$ cat src/rtl/anton_neopixel_decoder.sv
// WS2812 receive decoder: synchronises the serial line, classifies high-pulse widths into bits,
// assembles MSB-first bytes and reports frame boundaries at the latch gap.
module anton_neopixel_decoder #(
    parameter int ONE_MIN   = 4,
    parameter int HIGH_MAX  = 12,
    parameter int RESET_LOW = 350,
    parameter int CNT_W     = 10
) (
    input  logic        clk7mhz,
    input  logic        reset,
    input  logic        neoData,
    output logic [7:0]  dataOut,
    output logic        dataValid,
    output logic [13:0] byteIndex,
    output logic        frameDone,
    output logic [13:0] frameBytes,
    output logic        error,
    output logic        busy
);

    localparam logic [CNT_W-1:0] ONE_MIN_C  = CNT_W'(ONE_MIN);
    localparam logic [CNT_W-1:0] HIGH_MAX_C = CNT_W'(HIGH_MAX);
    localparam logic [CNT_W-1:0] LOW_LAST_C = CNT_W'(RESET_LOW - 1);
    localparam logic [13:0]      BYTE_MAX   = 14'h3FFF;

    typedef enum logic [1:0] {
        ST_SYNC = 2'd0,
        ST_IDLE = 2'd1,
        ST_HIGH = 2'd2,
        ST_LOW  = 2'd3
    } state_t;

    state_t            state_r;
    logic [1:0]        sync_r;
    logic [CNT_W-1:0]  cnt_r;
    logic [6:0]        shift_r;
    logic [2:0]        bit_cnt_r;
    logic [13:0]       byte_cnt_r;
    logic              byte_pend_r;
    logic              fault_seen_r;
    logic              frame_clean_r;
    logic              line_s;
    logic              bit_val_s;

    function automatic logic [CNT_W-1:0] sat_inc(input logic [CNT_W-1:0] c);
        return (c == {CNT_W{1'b1}}) ? c : c + CNT_W'(1);
    endfunction

    // Synchronised line level and the bit value implied by the current high-pulse count
    always_comb begin
        line_s    = sync_r[1];
        bit_val_s = (cnt_r >= ONE_MIN_C);
    end

    // Synchroniser, pulse-width FSM, byte assembly and frame/error bookkeeping
    always_ff @(posedge clk7mhz) begin
        if (reset) begin
            state_r       <= ST_SYNC;
            sync_r        <= 2'b00;
            cnt_r         <= '0;
            shift_r       <= 7'd0;
            bit_cnt_r     <= 3'd0;
            byte_cnt_r    <= 14'd0;
            byte_pend_r   <= 1'b0;
            fault_seen_r  <= 1'b0;
            frame_clean_r <= 1'b0;
            dataOut       <= 8'd0;
            dataValid     <= 1'b0;
            byteIndex     <= 14'd0;
            frameDone     <= 1'b0;
            frameBytes    <= 14'd0;
            error         <= 1'b0;
            busy          <= 1'b0;
        end else begin
            sync_r    <= {sync_r[0], neoData};
            dataValid <= 1'b0;
            frameDone <= 1'b0;

            // A fault-free frame releases the sticky error one cycle after its frameDone
            if (frameDone && frame_clean_r) begin
                error <= 1'b0;
            end

            if (byte_pend_r) begin
                byte_pend_r <= 1'b0;
                dataValid   <= 1'b1;
                byteIndex   <= byte_cnt_r;
                if (byte_cnt_r == BYTE_MAX) begin
                    error        <= 1'b1;
                    fault_seen_r <= 1'b1;
                end else begin
                    byte_cnt_r <= byte_cnt_r + 14'd1;
                end
            end

            case (state_r)
                ST_SYNC: begin
                    busy <= 1'b0;
                    if (line_s) begin
                        cnt_r <= '0;
                    end else if (cnt_r >= LOW_LAST_C) begin
                        state_r <= ST_IDLE;
                        cnt_r   <= '0;
                    end else begin
                        cnt_r <= sat_inc(cnt_r);
                    end
                end
                ST_IDLE: begin
                    if (line_s) begin
                        state_r <= ST_HIGH;
                        cnt_r   <= CNT_W'(1);
                        busy    <= 1'b1;
                    end else begin
                        busy <= 1'b0;
                    end
                end
                ST_HIGH: begin
                    if (line_s) begin
                        if (cnt_r >= HIGH_MAX_C) begin
                            // Over-long pulse: drop the frame and wait for a fresh latch gap
                            error        <= 1'b1;
                            fault_seen_r <= 1'b1;
                            shift_r      <= 7'd0;
                            bit_cnt_r    <= 3'd0;
                            byte_cnt_r   <= 14'd0;
                            cnt_r        <= '0;
                            state_r      <= ST_SYNC;
                            busy         <= 1'b0;
                        end else begin
                            cnt_r <= sat_inc(cnt_r);
                        end
                    end else begin
                        shift_r   <= {shift_r[5:0], bit_val_s};
                        bit_cnt_r <= bit_cnt_r + 3'd1;
                        if (bit_cnt_r == 3'd7) begin
                            dataOut     <= {shift_r, bit_val_s};
                            byte_pend_r <= 1'b1;
                        end
                        state_r <= ST_LOW;
                        cnt_r   <= CNT_W'(1);
                    end
                end
                ST_LOW: begin
                    if (line_s) begin
                        state_r <= ST_HIGH;
                        cnt_r   <= CNT_W'(1);
                    end else if (cnt_r >= LOW_LAST_C) begin
                        frameDone    <= 1'b1;
                        frameBytes   <= byte_cnt_r;
                        byte_cnt_r   <= 14'd0;
                        bit_cnt_r    <= 3'd0;
                        shift_r      <= 7'd0;
                        fault_seen_r <= 1'b0;
                        if (bit_cnt_r != 3'd0) begin
                            error         <= 1'b1;
                            frame_clean_r <= 1'b0;
                        end else begin
                            frame_clean_r <= ~fault_seen_r;
                        end
                        cnt_r   <= '0;
                        state_r <= ST_IDLE;
                        busy    <= 1'b0;
                    end else begin
                        cnt_r <= sat_inc(cnt_r);
                    end
                end
                default: begin
                    state_r <= ST_SYNC;
                    cnt_r   <= '0;
                    busy    <= 1'b0;
                end
            endcase
        end
    end

endmodule

$ cat config.mk
export PLATFORM = sky130hd
export DESIGN_NAME = anton_neopixel_decoder
export DESIGN_NICKNAME = d
export VERILOG_FILES = /design/src/rtl/anton_neopixel_decoder.sv
export SDC_FILE = /design/constraint.sdc
export NUM_CORES = 1
export LEC_CHECK = 0
export ABC_CLOCK_PERIOD_IN_PS = 4440
export CAP_MARGIN = 20
export CORE_MARGIN = 2
export CORE_UTILIZATION = 57
export DETAILED_ROUTE_END_ITERATION = 10
export DONT_BUFFER_PORTS = 1
export PLACE_DENSITY_LB_ADDON = 0.1
export SETUP_SLACK_MARGIN = 0.2
export SLEW_MARGIN = 20
export SYNTH_ARGS = -nofsm -noshare
export SYNTH_HDL_FRONTEND = slang
export SYNTH_SLANG_ARGS = --single-unit
$ cat constraint.sdc
create_clock -name clk7mhz -period 4.44 [get_ports clk7mhz]
set_input_delay 0.888 -clock clk7mhz [delete_from_list [all_inputs] [get_ports clk7mhz]]
set_output_delay 0.888 -clock clk7mhz [all_outputs]
set_load 0.02 [all_outputs]
# After elaboration in Yosys (flattened, before gate mapping)
# Cells that the tools add are included.
[word_totals]
reg_bits = 81
latch_bits = 0
ram_bits = 0
romBits = 0
inputBits = 3
out_inout_bits = 40
elab_cells = 108
memories = 0
[op_classes]
n_addsub = 3
n_mul = 0
n_div = 0
order_cmp = 3
eq_ne = 13
shifts = 0
muxes = 58
n_bitwise = 4
n_reduce_logical = 11
[ops]
columns = ["op", "n"]
rows = [
  ["two-way mux 14 bit", 6],
  ["two-way mux 10 bit", 7],
  ["one-hot mux 10 bit (4 select lines)", 1],
  ["two-way mux 7 bit", 4],
  ["one-hot mux 14 bit (2 select lines)", 1],
  ["two-way mux 1 bit", 23],
  ["adder 14 x 1 -> 14 bit (second input constant)", 1],
  ["== test 14 bit (second input constant)", 1],
  ["one-hot mux 7 bit (2 select lines)", 1],
  ["two-way mux 2 bit", 6],
  ["two-way mux 3 bit", 4],
  ["!= test 2 bit (second input constant)", 6],
  ["adder 10 x 1 -> 10 bit (second input constant)", 1],
  ["== test 10 bit (second input constant)", 1],
  ["greater-or-equal comparator 10 x 3 -> 1 bit (second input constant)", 1],
  ["greater-or-equal comparator 10 x 4 -> 1 bit (second input constant)", 1],
  ["greater-or-equal comparator 10 x 9 -> 1 bit (second input constant)", 1],
  ["AND reduction 3 bit", 3],
  ["one-hot mux 2 bit (4 select lines)", 1],
  ["AND reduction 4 bit", 2],
  ["one-hot mux 3 bit (2 select lines)", 1],
  ["OR reduction 3 bit", 2],
  ["== test 2 bit (second input constant)", 2],
  ["NOT 1 bit", 4],
  ["10 further kinds", 11],
]

# Longest topological paths before layout
[logic_depth]
word_depth = 8
depth_mapped = 9
mapped_depth_nobuf = 7

# Least setup slack after synthesis
# No wires, ideal clock.
[synth_path]
kind = "input -> register"
startpoint = "input port reset"
endpoint = "register bit_cnt_r[1]"
setup_ns = 0.072
arrival_time_ns = 1.839
required_ns = 4.368
slack_ns = 2.529
cell_stages = 4
n_path_buf = 1
path_cell_list = "clkbuf_1 > a211oi_1 > nand2_1 > mux2i_1"
[synth_lines]
columns = ["element", "line_no", "source"]
rows = [
  ["start: declaration", "10", "input logic reset,"],
  ["end signal: assignment", "134", "bit_cnt_r <= bit_cnt_r + 3'd1;"],
  ["end: declaration", "37", "logic [2:0] bit_cnt_r;"],
]

# Worst setup path after layout
[layout_path]
startpoint = "register cnt_r[1]"
endpoint = "register bit_cnt_r[2]"
[layout_between]
elab_chain_cells = 3
word_cells_on_any_way = 5
classes_between = "order compare (2); eq/ne (2); reduce/logical (1)"
[layout_lines]
columns = ["element", "line_no", "source"]
rows = [
  ["start: declaration", "35", "logic [CNT_W-1:0] cnt_r;"],
  ["start signal: assignment", "105", "cnt_r <= sat_inc(cnt_r);"],
  ["start signal: assignment", "130", "cnt_r <= sat_inc(cnt_r);"],
  ["start signal: assignment", "164", "cnt_r <= sat_inc(cnt_r);"],
  ["greater-or-equal comparator 10 x 4 -> 1 bit or greater-or-equal comparator 10 x 9 -> 1 bit (tied branches)", "119, 147", ""],
  ["!= test 3 bit (no line) or != test 2 bit (tied branches)", "n/a", ""],
  ["AND reduction 4 bit (no line) *", "n/a", ""],
]
# Mark *: on every way between the ends. The rest lies on a longest branch, timed or not.
# A chain may end at the register's enable or synchronous reset.

==> impl_metrics.toml <==
[timing]
fin_ws_ns = 2.30
worstMarginPinSlew_ns = 1.05
fin_crit_ns = 2.14
fmax_mhz = 468
slew_headroom = 0.296
post-route-period-util = 0.482
drv_slew = 0
hold_viol = 0
setup_violations = 0
rsz0062_at_grt = "false"
finClkSkew_ns = 0.0128
tns_ns = 0

[place]
dp_slack_ns = 1.99
place_congestion = 0.884
hpwl_um = 4510
io_buffers = 0

[clock_tree]
cts.clk_slew.worst_paths_ns = 0.08
holdBufCountCts = 0
htreeDepth = 3
post_cts_buffers = 0
cts_tree = "done"
cts_buffer_depth = 2
clkLatencyLatePin_ns = 0.35
clock-root-buffer = "clkbuf_8"
clkSinkCount = 81
cts_resized = 0
numCtsBuffers = 9

[routing]
dr.first_iter.drc_count = 80
first_pass_iters = 4
drc = 0
avgRoutedWirePerCell_um = 15.7
routed_via_density = 5.95
wirelength_um = 6990
num_vias = 2643
antenna_left = 0

[floorplanning]
die_y_um = 83.4
die_x_um = 83.4
fp.dieArea_um2 = 6950
rows = 28
core-area_um2 = 5990
floorplan.initialDensity = 0.599
ioPinCount = 43

[global_routing]
grt_pass1_wl_um = 11800
gr-total-overflow = 0
grt_usage = 0.207
grt_max_degree = 67
antenna_found_initial = 0
grt_pass1_vias = 2451

[worst_setup_path]
critPathLaunchType = "register"
crit_chain = "inv_1, ha_1, nand2b_1, a41oi_4, a21oi_1, o21ai_2, mux2i_1"
cp.required_ns = 4.72
r2r-end = "bit_cnt_r[2]$_SDFFE_PP0P_"
reg2reg_from = "cnt_r[1]$_SDFFE_PP0P_"
r2r_cells = 7
slowest_stage = "o21ai_2"
cpPeakStageDelay_ns = 0.56
path_class = "reg -> reg"
cp_max_fo = 10
arrival_ns = 2.41
rrSetupSlack_ns = 2.30
cp-end-kind = "register"

[worst_hold_path]
hold_path.class = "reg -> reg"
worst_hold_path.num_cells = 1
hold_end = "sync_r[1]$_SDFF_PP0_"
holdCritStartpoint = "sync_r[0]$_SDFF_PP0_"

[power_and_ir_drop]
leakage_nw = 1.36
p_per_area_nw_per_um2 = 347
peakVddDrop_mv = 0.197

[synthesis]
synth_warnings = 0
syn-cell-area_um2 = 3590
syn-instance-count = 379
synth_edf_count = 0
ys.flop_type = "dfxtp_1"
yosysSeqAreaShare = 0.452
ys_types = 51
syn-num-nets = 390
ys_ff_latch = 81
syn_area_per_cell_um2 = 9.47
synthArstFlopShare = 0

[cells_and_area]
final_layout_size_suffix_gt1_frac = 0.0759
finish.net_count = 375
syn2layout_area_growth_pct = 4.01
fill_cells = 516
antenna_cells = 0

[outcome]
status = "finished clean"

[flow_run]
maxCapViolations = 0
==> state kept, by name (all words and copies together), names as in the netlist <==
signal and flops:
byte_cnt_r 14, error 1, shift_r 7, byte_pend_r 1
dataOut 8, cnt_r 10, state_r 2, frame_clean_r 1
sync_r 2, dataValid 1, frameBytes 14, bit_cnt_r 3
fault_seen_r 1, byteIndex 14, busy 1, frameDone 1
==> layer usage <==
metal / global-route usage / wire length, um
met1: 0.254 / 3200
met2: 0.344 / 3340
met3: 0.0646 / 361
met4: 0.0700 / 90
met5: 0 / 0
==> area by class of cell <==
| class | instances | area [um^2] | area share |
|---|---|---|---|
| sequential | 81 | 1620 | 0.434 |
| clock inverter | 5 | 63.8 | 0.0171 |
| clock buffer | 11 | 131 | 0.0352 |
| tap | 75 | 93.8 | 0.0251 |
| multi-input combinational | 263 | 1790 | 0.479 |
| inverter | 9 | 33.8 | 0.00905 |
==> cells in the mapped netlist (all sizes together) (3+ instances only) <==
master / number / area (um^2)
a31oi: 3 / 18.8
nor4: 5 / 52.6
xor2: 5 / 43.8
a211oi: 11 / 87.6
dfxtp: 81 / 1620
ha: 8 / 100
inv: 9 / 33.8
xnor2: 10 / 87.6
nor2: 26 / 97.6
nand2: 39 / 149
nand4: 9 / 62.6
o21a: 4 / 30.0
nand2b: 12 / 75.1
o21ai: 6 / 30.0
and3: 3 / 18.8
nor3: 25 / 130
mux2i: 25 / 250
and4: 3 / 28.8
nor2b: 3 / 18.8
buf: 12 / 96.3
a21oi: 16 / 80.1
clkbuf: 14 / 52.6
a22o: 16 / 140
and2: 4 / 25.0
nand3: 10 / 50.1
==> through the flow <==
step | cell area, um^2 | utilization | hold WS, ns | instances | power (mW)
after floorplan | 3590 | - | 0.414 | 379 | 0.779
after detailed placement | 3530 | 0.590 | 0.425 | 428 | 0.777
after CTS | 3730 | 0.623 | 0.443 | 444 | 1.31
after global placement | 3530 | 0.590 | 0.425 | 428 | 0.777
final | 3730 | 0.623 | 0.445 | 444 | 1.30
after global routing | 3730 | 0.623 | 0.476 | 444 | 1.34
==> placed cells by master, fill, tap and decap left out, types with 9 or more instances in the layout <==
cell type and instances:
dfxtp_1 81, nand2_1 38, nor2_1 26, mux2i_1 25, nor3_1 24, a22o_1 16
a21oi_1 16, nand2b_1 12, nand3_1 10, a211oi_1 10, xnor2_1 10, inv_1 9
clkbuf_8 9
==> worst max-delay path, delay by kind of cell (launching register included) <==
| family | cells | cell delay [ns] |
|---|---|---|
| flip-flops | 1 | 0.36 |
| AND/OR/NAND/NOR | 1 | 0.19 |
| multiplexers | 1 | 0.26 |
| buffers and inverters | 1 | 0.09 |
| AO/OA/AOI/OAI | 3 | 0.99 |
| adder cells (fa/ha/maj) | 1 | 0.18 |
==> power breakdown <==
part           total [mW]  internal [mW]  switching, mW
sequential          0.733          0.729        0.00379
clock               0.536          0.264          0.271
combinational      0.0276         0.0109         0.0168
==> logic make-up after synthesis <==
kind of cell / Yosys count / synth area share
and+or+nand+nor: 143 / 0.206
adders and majority gates: 8 / 0.0279
buffers and inverters: 35 / 0.0509
muxes: 26 / 0.0728
xor gates and xnor gates: 15 / 0.0366
AOI/OAI and AO/OA: 71 / 0.154
DFF: 81 / 0.452
==> worst max-delay path by stage <==
stage	startpoint	to	slack [ns]
floorplan	reset	bit_cnt_r[1]$_SDFFE_PP0P_	2.53
global placement	cnt_r[1]$_SDFFE_PP0P_	shift_r[2]$_SDFFE_PP0P_	2.07
detailed placement	cnt_r[1]$_SDFFE_PP0P_	bit_cnt_r[2]$_SDFFE_PP0P_	1.99
CTS	cnt_r[1]$_SDFFE_PP0P_	shift_r[6]$_SDFFE_PP0P_	1.96
global route	cnt_r[1]$_SDFFE_PP0P_	shift_r[4]$_SDFFE_PP0P_	2.12
finish	cnt_r[1]$_SDFFE_PP0P_	bit_cnt_r[2]$_SDFFE_PP0P_	2.30
No activity file was read; power rests on OpenSTA's default activity.
